File: config.mk
export PLATFORM = sky130hd
export DESIGN_NAME = axil_cmd_queue_flat
export DESIGN_NICKNAME = d
export VERILOG_FILES = /design/src/rtl/axil_cmd_queue_if.sv /design/src/rtl/axil_cmd_queue.sv /design/src/flat_wrapper.sv
export SDC_FILE = /design/constraint.sdc
export NUM_CORES = 1
export LEC_CHECK = 0
export CAP_MARGIN = 20
export CORE_UTILIZATION = 40
export CTS_CLUSTER_DIAMETER = 200
export DETAILED_ROUTE_END_ITERATION = 10
export GPL_TIMING_DRIVEN = 0
export PLACE_DENSITY = 0.64
export SLEW_MARGIN = 20
export SYNTH_ARGS = -nofsm -noshare
export SYNTH_HDL_FRONTEND = slang
export SYNTH_SLANG_ARGS = --single-unit
File: constraint.sdc
create_clock -name clk -period 4 [get_ports clk]
set_input_delay 0.8 -clock clk [delete_from_list [all_inputs] [get_ports clk]]
set_output_delay 0.8 -clock clk [all_outputs]
set_load 0.05 [all_outputs]
File: src/rtl/axil_cmd_queue_if.sv
// rtl/axil_cmd_queue_if.sv - command/response and master-side bundle for axil_cmd_queue
interface axil_cmd_queue_if #(
  parameter int DATA_WIDTH    = 32,
  parameter int ADDRESS_WIDTH = 32
);
  logic                      cmd_valid;
  logic                      cmd_ready;
  logic                      cmd_write;
  logic [ADDRESS_WIDTH-1:0]  cmd_addr;
  logic [DATA_WIDTH/8-1:0]   cmd_wstrb;
  logic [DATA_WIDTH-1:0]     cmd_wdata;
  logic                      rsp_valid;
  logic                      rsp_ready;
  logic                      rsp_write;
  logic [DATA_WIDTH-1:0]     rsp_data;
  logic [1:0]                rsp_resp;
  logic                      rsp_timeout;
  logic                      wr_en;
  logic                      rd_en;
  logic [ADDRESS_WIDTH-1:0]  awaddr_out;
  logic [DATA_WIDTH/8-1:0]   wstrb_out;
  logic [DATA_WIDTH-1:0]     wdata_out;
  logic [ADDRESS_WIDTH-1:0]  araddr_out;
  logic [DATA_WIDTH-1:0]     rdata_in;
  logic [1:0]                rresp_in;
  logic [1:0]                bresp_in;
  logic                      txn_done;
  logic                      busy;

  // The queue itself
  modport slave (
    input  cmd_valid, cmd_write, cmd_addr, cmd_wstrb, cmd_wdata,
    input  rsp_ready, rdata_in, rresp_in, bresp_in, txn_done,
    output cmd_ready, rsp_valid, rsp_write, rsp_data, rsp_resp, rsp_timeout,
    output wr_en, rd_en, awaddr_out, wstrb_out, wdata_out, araddr_out, busy
  );

  // The user plus the AXI4-Lite master it drives
  modport master (
    output cmd_valid, cmd_write, cmd_addr, cmd_wstrb, cmd_wdata,
    output rsp_ready, rdata_in, rresp_in, bresp_in, txn_done,
    input  cmd_ready, rsp_valid, rsp_write, rsp_data, rsp_resp, rsp_timeout,
    input  wr_en, rd_en, awaddr_out, wstrb_out, wdata_out, araddr_out, busy
  );
endinterface

File: src/rtl/axil_cmd_queue.sv
// rtl/axil_cmd_queue.sv - in-order AXI4-Lite command sequencer with FIFO and watchdog
module axil_cmd_queue #(
  parameter int DATA_WIDTH    = 32,
  parameter int ADDRESS_WIDTH = 32,
  parameter int DEPTH         = 4,
  parameter int TIMEOUT       = 256
) (
  input logic             clk,
  input logic             rst,
  axil_cmd_queue_if.slave bus
);
  localparam int PW = (DEPTH > 1) ? $clog2(DEPTH) : 1;
  localparam int SW = DATA_WIDTH / 8;
  localparam int TW = (TIMEOUT > 1) ? $clog2(TIMEOUT) : 1;
  localparam logic [PW:0]   FULL  = (PW + 1)'(DEPTH);
  localparam logic [TW-1:0] TLAST = (TIMEOUT > 0) ? TW'(TIMEOUT - 1) : '0;

  typedef enum logic [1:0] {IDLE, ISSUE, WAIT, RESP} state_t;
  state_t state, state_next;

  logic                     q_write [DEPTH];
  logic [ADDRESS_WIDTH-1:0] q_addr  [DEPTH];
  logic [SW-1:0]            q_wstrb [DEPTH];
  logic [DATA_WIDTH-1:0]    q_wdata [DEPTH];
  logic [PW-1:0]            wr_ptr, rd_ptr;
  logic [PW:0]              count;
  logic                     push, pop;
  logic                     cur_write;
  logic [TW-1:0]            timer;
  logic                     expired;

  // cmd_ready comes from the registered count only, so a pop at full never frees a same-cycle push
  assign bus.cmd_ready = (count != FULL);
  assign push          = bus.cmd_valid && bus.cmd_ready;
  assign pop           = (state == IDLE) && (count != '0);
  assign expired       = (TIMEOUT != 0) && (timer == TLAST);
  assign bus.wr_en     = (state == ISSUE) && cur_write;
  assign bus.rd_en     = (state == ISSUE) && !cur_write;
  assign bus.rsp_valid = (state == RESP);
  assign bus.busy      = (state != IDLE) || (count != '0);

  // Command storage; contents are don't-care until the count says otherwise
  always_ff @(posedge clk) begin
    if (push) begin
      q_write[wr_ptr] <= bus.cmd_write;
      q_addr[wr_ptr]  <= bus.cmd_addr;
      q_wstrb[wr_ptr] <= bus.cmd_wstrb;
      q_wdata[wr_ptr] <= bus.cmd_wdata;
    end
  end

  // State register
  always_ff @(posedge clk) begin
    if (rst) state <= IDLE;
    else     state <= state_next;
  end

  // Sequencer: one command in flight, response must be taken before the next issue
  always_comb begin
    state_next = state;
    case (state)
      IDLE:    if (count != '0) state_next = ISSUE;
      ISSUE:   state_next = WAIT;
      WAIT:    if (bus.txn_done || expired) state_next = RESP;
      RESP:    if (bus.rsp_ready) state_next = IDLE;
      default: state_next = IDLE;
    endcase
  end

  // FIFO pointers, issue registers, watchdog timer and response capture
  always_ff @(posedge clk) begin
    if (rst) begin
      wr_ptr          <= '0;
      rd_ptr          <= '0;
      count           <= '0;
      cur_write       <= 1'b0;
      timer           <= '0;
      bus.awaddr_out  <= '0;
      bus.wstrb_out   <= '0;
      bus.wdata_out   <= '0;
      bus.araddr_out  <= '0;
      bus.rsp_write   <= 1'b0;
      bus.rsp_data    <= '0;
      bus.rsp_resp    <= 2'b00;
      bus.rsp_timeout <= 1'b0;
    end else begin
      if (push) wr_ptr <= wr_ptr + PW'(1);
      if (push && !pop)      count <= count + (PW + 1)'(1);
      else if (pop && !push) count <= count - (PW + 1)'(1);

      // Only the channel of the popped command is reloaded; the other holds
      if (pop) begin
        rd_ptr    <= rd_ptr + PW'(1);
        cur_write <= q_write[rd_ptr];
        if (q_write[rd_ptr]) begin
          bus.awaddr_out <= q_addr[rd_ptr];
          bus.wstrb_out  <= q_wstrb[rd_ptr];
          bus.wdata_out  <= q_wdata[rd_ptr];
        end else begin
          bus.araddr_out <= q_addr[rd_ptr];
        end
      end

      if (state == ISSUE) begin
        timer <= '0;
      end else if (state == WAIT) begin
        // A completion on the expiry cycle wins over the watchdog
        if (bus.txn_done) begin
          bus.rsp_write   <= cur_write;
          bus.rsp_resp    <= cur_write ? bus.bresp_in : bus.rresp_in;
          bus.rsp_data    <= cur_write ? '0 : bus.rdata_in;
          bus.rsp_timeout <= 1'b0;
        end else if (expired) begin
          bus.rsp_write   <= cur_write;
          bus.rsp_resp    <= 2'b10;
          bus.rsp_data    <= '0;
          bus.rsp_timeout <= 1'b1;
        end else begin
          timer <= timer + TW'(1);
        end
      end
    end
  end
endmodule
File: src/flat_wrapper.sv
// flat-port wrapper written by rule: the top's interface ports become plain ports
module axil_cmd_queue_flat 
#(
  parameter int DATA_WIDTH    = 32,
  parameter int ADDRESS_WIDTH = 32,
  parameter int DEPTH         = 4,
  parameter int TIMEOUT       = 256
)
  (clk, rst, bus_cmd_valid, bus_cmd_write, bus_cmd_addr, bus_cmd_wstrb, bus_cmd_wdata, bus_rsp_ready, bus_rdata_in, bus_rresp_in, bus_bresp_in, bus_txn_done, bus_cmd_ready, bus_rsp_valid, bus_rsp_write, bus_rsp_data, bus_rsp_resp, bus_rsp_timeout, bus_wr_en, bus_rd_en, bus_awaddr_out, bus_wstrb_out, bus_wdata_out, bus_araddr_out, bus_busy);
  axil_cmd_queue_if #(.DATA_WIDTH(DATA_WIDTH), .ADDRESS_WIDTH(ADDRESS_WIDTH)) bus_i ();
  input logic clk;
  input logic rst;
  input wire logic [$bits(bus_i.cmd_valid)-1:0] bus_cmd_valid;
  input wire logic [$bits(bus_i.cmd_write)-1:0] bus_cmd_write;
  input wire logic [$bits(bus_i.cmd_addr)-1:0] bus_cmd_addr;
  input wire logic [$bits(bus_i.cmd_wstrb)-1:0] bus_cmd_wstrb;
  input wire logic [$bits(bus_i.cmd_wdata)-1:0] bus_cmd_wdata;
  input wire logic [$bits(bus_i.rsp_ready)-1:0] bus_rsp_ready;
  input wire logic [$bits(bus_i.rdata_in)-1:0] bus_rdata_in;
  input wire logic [$bits(bus_i.rresp_in)-1:0] bus_rresp_in;
  input wire logic [$bits(bus_i.bresp_in)-1:0] bus_bresp_in;
  input wire logic [$bits(bus_i.txn_done)-1:0] bus_txn_done;
  output wire logic [$bits(bus_i.cmd_ready)-1:0] bus_cmd_ready;
  output wire logic [$bits(bus_i.rsp_valid)-1:0] bus_rsp_valid;
  output wire logic [$bits(bus_i.rsp_write)-1:0] bus_rsp_write;
  output wire logic [$bits(bus_i.rsp_data)-1:0] bus_rsp_data;
  output wire logic [$bits(bus_i.rsp_resp)-1:0] bus_rsp_resp;
  output wire logic [$bits(bus_i.rsp_timeout)-1:0] bus_rsp_timeout;
  output wire logic [$bits(bus_i.wr_en)-1:0] bus_wr_en;
  output wire logic [$bits(bus_i.rd_en)-1:0] bus_rd_en;
  output wire logic [$bits(bus_i.awaddr_out)-1:0] bus_awaddr_out;
  output wire logic [$bits(bus_i.wstrb_out)-1:0] bus_wstrb_out;
  output wire logic [$bits(bus_i.wdata_out)-1:0] bus_wdata_out;
  output wire logic [$bits(bus_i.araddr_out)-1:0] bus_araddr_out;
  output wire logic [$bits(bus_i.busy)-1:0] bus_busy;
  assign bus_i.cmd_valid = bus_cmd_valid;
  assign bus_i.cmd_write = bus_cmd_write;
  assign bus_i.cmd_addr = bus_cmd_addr;
  assign bus_i.cmd_wstrb = bus_cmd_wstrb;
  assign bus_i.cmd_wdata = bus_cmd_wdata;
  assign bus_i.rsp_ready = bus_rsp_ready;
  assign bus_i.rdata_in = bus_rdata_in;
  assign bus_i.rresp_in = bus_rresp_in;
  assign bus_i.bresp_in = bus_bresp_in;
  assign bus_i.txn_done = bus_txn_done;
  assign bus_cmd_ready = bus_i.cmd_ready;
  assign bus_rsp_valid = bus_i.rsp_valid;
  assign bus_rsp_write = bus_i.rsp_write;
  assign bus_rsp_data = bus_i.rsp_data;
  assign bus_rsp_resp = bus_i.rsp_resp;
  assign bus_rsp_timeout = bus_i.rsp_timeout;
  assign bus_wr_en = bus_i.wr_en;
  assign bus_rd_en = bus_i.rd_en;
  assign bus_awaddr_out = bus_i.awaddr_out;
  assign bus_wstrb_out = bus_i.wstrb_out;
  assign bus_wdata_out = bus_i.wdata_out;
  assign bus_araddr_out = bus_i.araddr_out;
  assign bus_busy = bus_i.busy;
  axil_cmd_queue #(.DATA_WIDTH(DATA_WIDTH), .ADDRESS_WIDTH(ADDRESS_WIDTH), .DEPTH(DEPTH), .TIMEOUT(TIMEOUT)) u_core (.clk(clk), .rst(rst), .bus(bus_i));
endmodule
After elaboration in Yosys (flattened, before gate mapping)
Memories as Yosys holds them, arrays and structs flattened. A register that Yosys moved wholly into a read port is not among the register bits.
Cells that the tools add are included.
{"block": "classes", "addsub": 5, "n_eq_ne": 8, "n_mux": 22, "bitwise_logic": 4, "n_reduce_logical": 22}
{"operator": "32-bit 2-to-1 mux", "n": 3}
{"operator": "2-bit 2-to-1 mux", "n": 10}
{"operator": "3-bit AND reduction", "n": 3}
{"operator": "8-bit by 1-bit adder with 8-bit output (second input constant)", "n": 1}
{"operator": "8-bit equality test (second input constant)", "n": 1}
{"operator": "2-bit case mux with 4 select lines", "n": 1}
{"operator": "1-bit logical AND", "n": 6}
{"operator": "1-bit 2-to-1 mux", "n": 6}
{"operator": "3-bit 2-to-1 mux", "n": 2}
{"operator": "2-bit nonzero test", "n": 3}
{"operator": "2-bit by 1-bit adder with 2-bit output (second input constant)", "n": 2}
{"operator": "2-bit equality test (second input constant)", "n": 2}
{"operator": "2-bit inequality test (second input constant)", "n": 2}
{"operator": "1-bit inverter", "n": 4}
{"operator": "2-bit AND reduction", "n": 2}
{"operator": "3-bit by 1-bit adder with 3-bit output (second input constant)", "n": 1}
{"operator": "1-bit logical NOT", "n": 3}
{"operator": "3-bit inequality test (second input constant)", "n": 1}
{"operator": "3-bit nonzero test", "n": 1}
{"operator": "3-bit by 1-bit subtractor with 3-bit output (second input constant)", "n": 1}
{"operator": "2-bit by 1-bit equality test with 1-bit output (second input constant)", "n": 1}
{"operator": "2-bit logical NOT", "n": 1}
{"operator": "1-bit logical OR", "n": 2}
{"operator": "2-bit by 1-bit inequality test with 1-bit output (second input constant)", "n": 1}
{"operator": "2-bit OR reduction", "n": 1}
{"block": "totals", "ff_bits": 118, "ramBits": 276, "inputBits": 110, "mem_count": 4}
{"memory": "u_core.q_addr", "depth": 4, "word_bits": 32, "read_ports": 1, "rd_ports_with_merged_regs": 1, "write_ports": 1, "line": "axil_cmd_queue.sv:22", "text": "logic [ADDRESS_WIDTH-1:0] q_addr [DEPTH];"}
{"memory": "u_core.q_wdata", "depth": 4, "word_bits": 32, "read_ports": 1, "rd_ports_with_merged_regs": 1, "write_ports": 1, "line": "axil_cmd_queue.sv:24", "text": "logic [DATA_WIDTH-1:0] q_wdata [DEPTH];"}
{"memory": "u_core.q_wstrb", "depth": 4, "word_bits": 4, "read_ports": 1, "rd_ports_with_merged_regs": 1, "write_ports": 1, "line": "axil_cmd_queue.sv:23", "text": "logic [SW-1:0] q_wstrb [DEPTH];"}
{"memory": "u_core.q_write", "depth": 4, "word_bits": 1, "read_ports": 1, "rd_ports_with_merged_regs": 1, "write_ports": 1, "line": "axil_cmd_queue.sv:21", "text": "logic q_write [DEPTH];"}

Longest topological paths before layout
Gate-level depths: netlist of run 1.
{"block": "logic_depth", "ltp_word": 6, "mapped_depth": 10}

Least setup slack after synthesis of run 1
Ideal clock, no wire load.
{"block": "synth_path", "kind": "input -> register", "startpoint": "input bus_cmd_valid", "endpoint": "memory u_core.q_addr[1][0] (enable)", "t_arrival_ns": 2.858, "required_time_ns": 3.565, "slack_ns": 0.707, "stages": 2, "n_path_buf": 0, "path_cell_list": "a21boi_1 > and2_1"}
{"block": "synth_via", "elab_chain_len": 3}
{"item": "from (decl)", "line": "flat_wrapper.sv:13", "text": "input wire logic [$bits(bus_i.cmd_valid)-1:0] bus_cmd_valid;"}
{"item": "1-bit logical AND", "line": "axil_cmd_queue.sv:34", "text": "assign push = bus.cmd_valid && bus.cmd_ready;"}
{"item": "1-bit 2-to-1 mux", "line": "axil_cmd_queue.sv:44", "text": "if (push) begin"}
{"item": "1-bit 2-to-1 mux (implied by the code)", "line": "axil_cmd_queue.sv:46", "text": "q_addr[wr_ptr] <= bus.cmd_addr;"}
{"item": "to (decl)", "line": "axil_cmd_queue.sv:22"}
No other way between the ends.

Worst setup path in the final report of run 1
{"block": "layout_path", "startpoint": "register u_core.state[0]", "endpoint": "output bus_busy"}
{"block": "layout_via", "elab_chain_len": 2}
{"item": "from (decl)", "line": "axil_cmd_queue.sv:19", "text": "state_t state, state_next;"}
{"item": "from (signal assigned)", "line": "axil_cmd_queue.sv:55", "text": "else state <= state_next;"}
{"item": "2-bit nonzero test", "line": "axil_cmd_queue.sv:40", "text": "assign bus.busy = (state != IDLE) || (count != '0);"}
{"item": "1-bit logical OR", "line": "axil_cmd_queue.sv:40"}
{"item": "to (decl)", "line": "flat_wrapper.sv:35", "text": "output wire logic [$bits(bus_i.busy)-1:0] bus_busy;"}
No other way between the ends.

==> out/qor.yml, run 1 <==
placement:
  dpl-instance-area_mm2: 0.0190
  port-buffer-count: 250
  gp_congestion: 0.873
  hpwl_mm: 24.6
global_routing:
  grt_max_degree: 44
  antenna_found_initial: 3
  grt_pass1_wl_mm: 56.5
  grt_usage_pct: 18.3
  grt_pass1_vias: 9843
  overflow: 0
critical_path:
  r2r_cells: 8
  path_cells: "inv_1 > ha_1 > nand3b_1 > clkdlybuf4s50_1"
  r2r_slack_ns: 1.48
  crit_arrival_ns: 2.30
  slowest_delay_ns: 0.86
  crit_path_end_kind: "primary output"
  crit_required_ns: 3.20
  critPathMaxFanout: 4
  path_class: "flip-flop to primary output"
  worstSetupStartpointType: "flip-flop"
  crit_slowest_cell: "clkdlybuf4s50_1"
timing:
  relSlewSlack_pct: 36.5
  setup_viol: 0
  rsz0062_at_grt: "no"
  max_clock_freq_mhz: 323
  period_needed_ns: 3.10
  hold_violations: 0
  tightestPinTransition_ns: 0.953
  timing.hold.ws_ns: 0.453
  fin_crit_sh_pct: 77.4
  skew_ns: 0.0109
  fin_setup_tns_ns: 0
  timing.final.max_slew_violations: 0
route:
  dr.pass1.iters: 4
  drc_errors: 0
  via_count: 9652
  wl_per_cell_um: 19.0
  first_iter_violations: 608
  ant_nets: 0
  routed_wl_mm: 36.6
  vias_per_cell: 5.01
floorplan:
  die_h_um: 200
  dieArea_mm2: 0.0401
  core.rowCount: 72
  top_level_ports: 251
  start_util_pct: 40.6
  core_mm2: 0.0387
  die_x_um: 200
synthesis:
  async_reset_ff_share_pct: 0
  synth_top_area_cell: "edfxtp_1"
  ys_seq_elements: 432
  syn_area_per_cell_um2: 14.6
  synth.area.top_cells: "edfxtp_1, dfxtp_1, mux4_2, nand2_1, a21oi_1"
  synth_most_common_cell: "edfxtp_1"
  yosys-top-cells-count: "edfxtp_1, nand2_1, dfxtp_1"
  synth_top_flop_cell: "edfxtp_1"
  synth_area_mm2: 0.0157
  yosys_warnings: 0
  yosysTopAreaCellShare_pct: 52.7
  synth.distinct_cells: 43
  syn_inst: 1076
  syn-num-nets: 1198
  ys_seq_area_share_pct: 72.6
  synth_edf_count: 276
cells_and_area:
  final-seq-area_mm2: 0.0114
  stdcell_area_mm2: 0.0204
  multi_input_area_mm2: 0.00399
  nFillCells: 3327
  diodes: 0
  layout-drive-gt1-share_pct: 12.1
  syn2layout_area_growth_pct: 29.5
  nNetsFinal: 1498
power_and_ir_drop:
  peakVddDrop_uv: 436
  power.density_mw_per_mm2: 681
  leakagePower_nw: 6.62
clock_network:
  clock_sinks: 432
  clock-root-buffer: "clkbuf_16"
  insertion_delay_ns: 0.54
  cts.path.max_buffers: 3
  cts.clk_slew.worst_paths_ns: 0.06
  cts_made_buffers: 44
  cts_tree: "built"
  cts_htree_levels: 2
  cts_resized: 0
  hold_buffers: 0
  postCtsSetupBuffers: 0
worst_hold_path:
  min_path_type: "flip-flop to flip-flop"
  hold_depth: 2
job:
  drv_cap: 0
status:
  outcome: "finished clean"
==> routing by layer <==
layer	vias up	global-route usage [%]	part of all wire, %
li1	4541	-	-
met1	4754	24.0	44
met2	304	30.6	49
met3	51	4.12	5.9
met4	2	4.83	1.8
met5	-	0	0.052
==> worst max-delay path: cells and delay by family (launching register included) <==
kind / cells / cell delay, ns
buffers and inverters: 2 / 0.96
flip-flops: 1 / 0.38
adder cells (fa/ha/maj): 1 / 0.24
AND/OR/NAND/NOR: 1 / 0.18
==> layout by cell type (no fill, tap or decap), drive strengths merged, types with 2 or more instances in the layout <==
cell and n:
a211oi 2, a21oi 140, a31oi 2, and2 6, and3 3, buf 29
bufinv 2, clkbuf 99, clkdlybuf4s50 250, clkinv 14, clkinvlp 4, dfxtp 156
edfxtp 276, ha 11, inv 10, mux2i 4, mux4 69, nand2 239
nand2b 3, nand3 4, nand3b 2, nor2 17, o21a 2, o21ai 37
or3 3, xnor2 3, xor2 6
==> power by group <==
part | internal [mW] | switching (mW)
Sequential | 5.40 | 0.276
Clock | 2.26 | 1.63
Combinational | 1.54 | 2.76
Total | 9.20 | 4.67
==> logic make-up (layout without fill, tap and decap cells) <==
logic type      after synthesis  in the layout  share of synthesized area (%)
flops                       432            432                           72.6
simple gates                285            285                           7.32
compound gates              190            190                           6.29
mux                          74             74                           10.2
buf+inv                      74            408                           2.11
fa+ha+maj                    12             12                           1.00
xor+xnor                      9              9                          0.501
==> layout make-up <==
| class | count | area share (%) |
|---|---|---|
| Sequential cell | 432 | 56.0 |
| Multi-Input combinational cell | 570 | 19.6 |
| Timing Repair Buffer | 254 | 12.8 |
| Clock buffer | 59 | 5.96 |
| Tap cell | 518 | 3.18 |
| Buffer | 65 | 1.46 |
| Clock inverter | 21 | 0.780 |
| Inverter | 9 | 0.166 |
==> flip-flops by register name (all words and copies together), names as in the netlist, 3 cells and up, named ones only <==
| register | count |
|---|---|
| u_core.q_write | 4 |
| u_core.timer | 8 |
| u_core.bus.wdata_out | 32 |
| u_core.bus.awaddr_out | 32 |
| u_core.q_addr | 128 |
| u_core.bus.araddr_out | 32 |
| u_core.bus.wstrb_out | 4 |
| u_core.q_wstrb | 16 |
| u_core.count | 3 |
| u_core.bus.rsp_data | 32 |
| u_core.q_wdata | 128 |
==> path summary, 6_finish.rpt <==
kind                                    startpoint                                    end
min reg2reg  u_core.bus.wdata_out[19]$_SDFFE_PP0P_  u_core.bus.wdata_out[19]$_SDFFE_PP0P_
max reg2reg           u_core.count[0]$_SDFFE_PP0P_           u_core.count[2]$_SDFFE_PP0P_
max                   u_core.state[0]$_SDFFE_PP0P_                               bus_busy
min          u_core.bus.wdata_out[19]$_SDFFE_PP0P_  u_core.bus.wdata_out[19]$_SDFFE_PP0P_
==> metrics by stage <==
stage	setup slack [ns]	instances	utilization (%)	power (mW)
after global routing	0.777	1928	52.6	14.5
after global placement	-1.31	1844	48.7	10.1
after detailed placement	0.734	1848	49.0	10.1
after floorplan	0.707	1076	-	8.58
final	0.903	1928	52.6	13.9
after CTS	0.867	1928	52.6	14.0
Note: power is estimated with default switching activity, not from simulation.
==> run 2, diff against run 1 <==
==> constraint.sdc (replaced) <==
create_clock -name clk -period 3.09 [get_ports clk]
set_input_delay 0.618 -clock clk [delete_from_list [all_inputs] [get_ports clk]]
set_output_delay 0.618 -clock clk [all_outputs]
set_load 0.05 [all_outputs]
==> run 2 against run 1 <==
- register-to-register slack worse by 0.87 ns
- count of clock-buffer cells in the layout up 5
- largest cell class unchanged
- sequential power up 29%
- critical path type unchanged
- critical path depth stayed put
==> out/qor.yml, run 2 (synthesis gave the netlist of run 1 again) <==
status:
  outcome: "finished clean"
critical_path:
  worstSetupStartpointType: "flip-flop"
  critPathBufInv: 2
  r2r_slack_ns: 0.61
  path_class: "flip-flop to primary output"
  critPathMaxFanout: 4
  crit_slowest_cell: "clkdlybuf4s50_1"
  crit_arrival_ns: 2.34
  r2r_cells: 8
  crit_required_ns: 2.47
  r2r-start: "u_core.count[0]$_SDFFE_PP0P_"
  slowest_delay_ns: 0.86
  path_cells: "inv_1 > ha_1 > nand3b_1 > clkdlybuf4s50_1"
  cp_top_family: "buffers and inverters"
  r2r_end: "u_core.count[2]$_SDFFE_PP0P_"
  crit_path_end_kind: "primary output"
global_routing:
  grt_pass1_vias: 9993
  overflow: 0
  grt_max_degree: 38
  grt_pass1_wl_mm: 57.8
  antenna_found_initial: 3
  grt_usage_pct: 18.8
cells_and_area:
  top_regs: "u_core.q_addr: 128 flops, u_core.q_wdata: 128 flops"
  stdcell_count: 1933
  syn2layout_area_growth_pct: 30.4
  final_cell_mix: "edfxtp_1, clkdlybuf4s50_1, nand2_1"
  layout_commonest_cell: "edfxtp_1"
  layout-drive-gt1-share_pct: 12.0
  nNetsFinal: 1499
clock_network:
  clock-root-buffer: "clkbuf_16"
  postCtsSetupBuffers: 0
  cts_htree_levels: 2
  cts.path.max_buffers: 3
  hold_buffers: 0
  cts_resized: 0
  cts_tree: "built"
  cts.clk_slew.worst_paths_ns: 0.06
  cts_made_buffers: 45
  insertion_delay_ns: 0.57
  clock_sinks: 432
route:
  vias_per_cell: 5.03
  dr.pass1.iters: 5
  wl_per_cell_um: 19.3
  drc_errors: 0
  via_count: 9727
  routed_wl_mm: 37.4
  ant_nets: 0
  first_iter_violations: 657
power_and_ir_drop:
  power.density_mw_per_mm2: 898
  swShare_pct: 33.3
  total_power_mw: 18.4
  seqPwrFrac_pct: 39.9
  combPwrFrac_pct: 30.3
  clockPowerShare_pct: 29.8
  p_int_mw: 12.3
  peakVddDrop_uv: 596
  switchingPower_mw: 6.13
  leakagePower_nw: 6.69
worst_hold_path:
  min_path_type: "flip-flop to flip-flop"
  min_to: "u_core.bus.wdata_out[0]$_SDFFE_PP0P_"
  min-delay-start: "u_core.bus.wdata_out[0]$_SDFFE_PP0P_"
  hold_depth: 2
timing:
  max_clock_freq_mhz: 339
  rsz0062_at_grt: "no"
  setup_slack_ns: 0.136
  timing.hold.ws_ns: 0.453
  skew_ns: 0.0163
  tightestPinTransition_ns: 0.900
  fin_setup_tns_ns: 0
  fin_crit_sh_pct: 95.6
  hold_violations: 0
  timing.final.max_slew_violations: 0
  relSlewSlack_pct: 40.0
  period_needed_ns: 2.95
  setup_viol: 0
floorplan:
  dieArea_mm2: 0.0401
  start_util_pct: 40.6
  die_x_um: 200
  core.rowCount: 72
  die_h_um: 200
  top_level_ports: 251
  core_mm2: 0.0387
placement:
  port-buffer-count: 250
  dp_slack_ns: 0.00768
  dp.cells: 1848
  gp_congestion: 0.862
  hpwl_mm: 24.7
job:
  drv_cap: 0
[run 2: per-layer routing]
layer	share of wire (%)	vias to the layer above	GRT usage (%)
met5	0.035	-	0
met4	2.5	2	6.71
met3	6.6	59	4.39
met2	48	299	30.7
met1	43	4817	24.7
li1	-	4550	-
[run 2: cell type report]
cell class                      count  area (um^2)
Antenna cell                        2         5.00
Buffer                             65          298
Clock buffer                       64         1280
Clock inverter                     19          224
Fill cell                        3219        18200
Inverter                            9         33.8
Multi-Input combinational cell    570         3990
Sequential cell                   432        11400
Tap cell                          518          648
Timing Repair Buffer              254         2610
[run 2: worst max-delay path by stage]
stage                                             from                         endpoint  slack, ns  cells after the start
after floorplan                          bus_cmd_valid    u_core.q_addr[0][0]$_DFFE_PP_       0.72                      2
after global placement                   bus_cmd_valid  u_core.q_wdata[0][15]$_DFFE_PP_      -0.66                      3
after detailed placement                 bus_cmd_valid     u_core.count[2]$_SDFFE_PP0P_      0.008                      8
after CTS                 u_core.state[0]$_SDFFE_PP0P_                         bus_busy       0.11                      4
after global routing      u_core.state[0]$_SDFFE_PP0P_                         bus_busy       0.03                      4
final                     u_core.state[0]$_SDFFE_PP0P_                         bus_busy       0.14                      4
[run 2: worst reg2reg max path, cell delays in order, from the launching register on]
cell and delay [ns]:
dfxtp_1 0.41, nor2_1 0.10, a21boi_1 0.50, ha_1 0.29
inv_1 0.07, fa_1 0.43, xor2_1 0.17, or3_1 0.30
a21oi_1 0.14
[run 2: power groups by stage]
| stage | clock network (mW) | registers [mW] | logic, mW |
|---|---|---|---|
| after CTS | 5.58 | 7.36 | 5.66 |
| after global routing | 5.81 | 7.44 | 5.96 |
| after global placement | 0 | 7.47 | 5.56 |
| after detailed placement | 0 | 7.48 | 5.64 |
| after floorplan | 0 | 8.84 | 2.26 |
| final | 5.49 | 7.35 | 5.57 |
[run 2: per-stage QoR]
step | area, um^2 | utilization (%)
final | 20500 | 52.9
after detailed placement | 19000 | 49.0
after floorplan | 15700 | -
after global routing | 20500 | 52.9
after global placement | 18900 | 48.7
after CTS | 20500 | 52.9
==> run 3, diff against run 2 <==
--- a/config.mk
+++ b/config.mk
@@ -11,7 +11,7 @@
 export DETAILED_ROUTE_END_ITERATION = 10
 export GPL_TIMING_DRIVEN = 0
 export PLACE_DENSITY = 0.64
-export SLEW_MARGIN = 20
+export SLEW_MARGIN = 10
 export SYNTH_ARGS = -nofsm -noshare
 export SYNTH_HDL_FRONTEND = slang
 export SYNTH_SLANG_ARGS = --single-unit
==> results of run 3 <==
The final DEF is identical to that of run 2; final timing and power are the same.
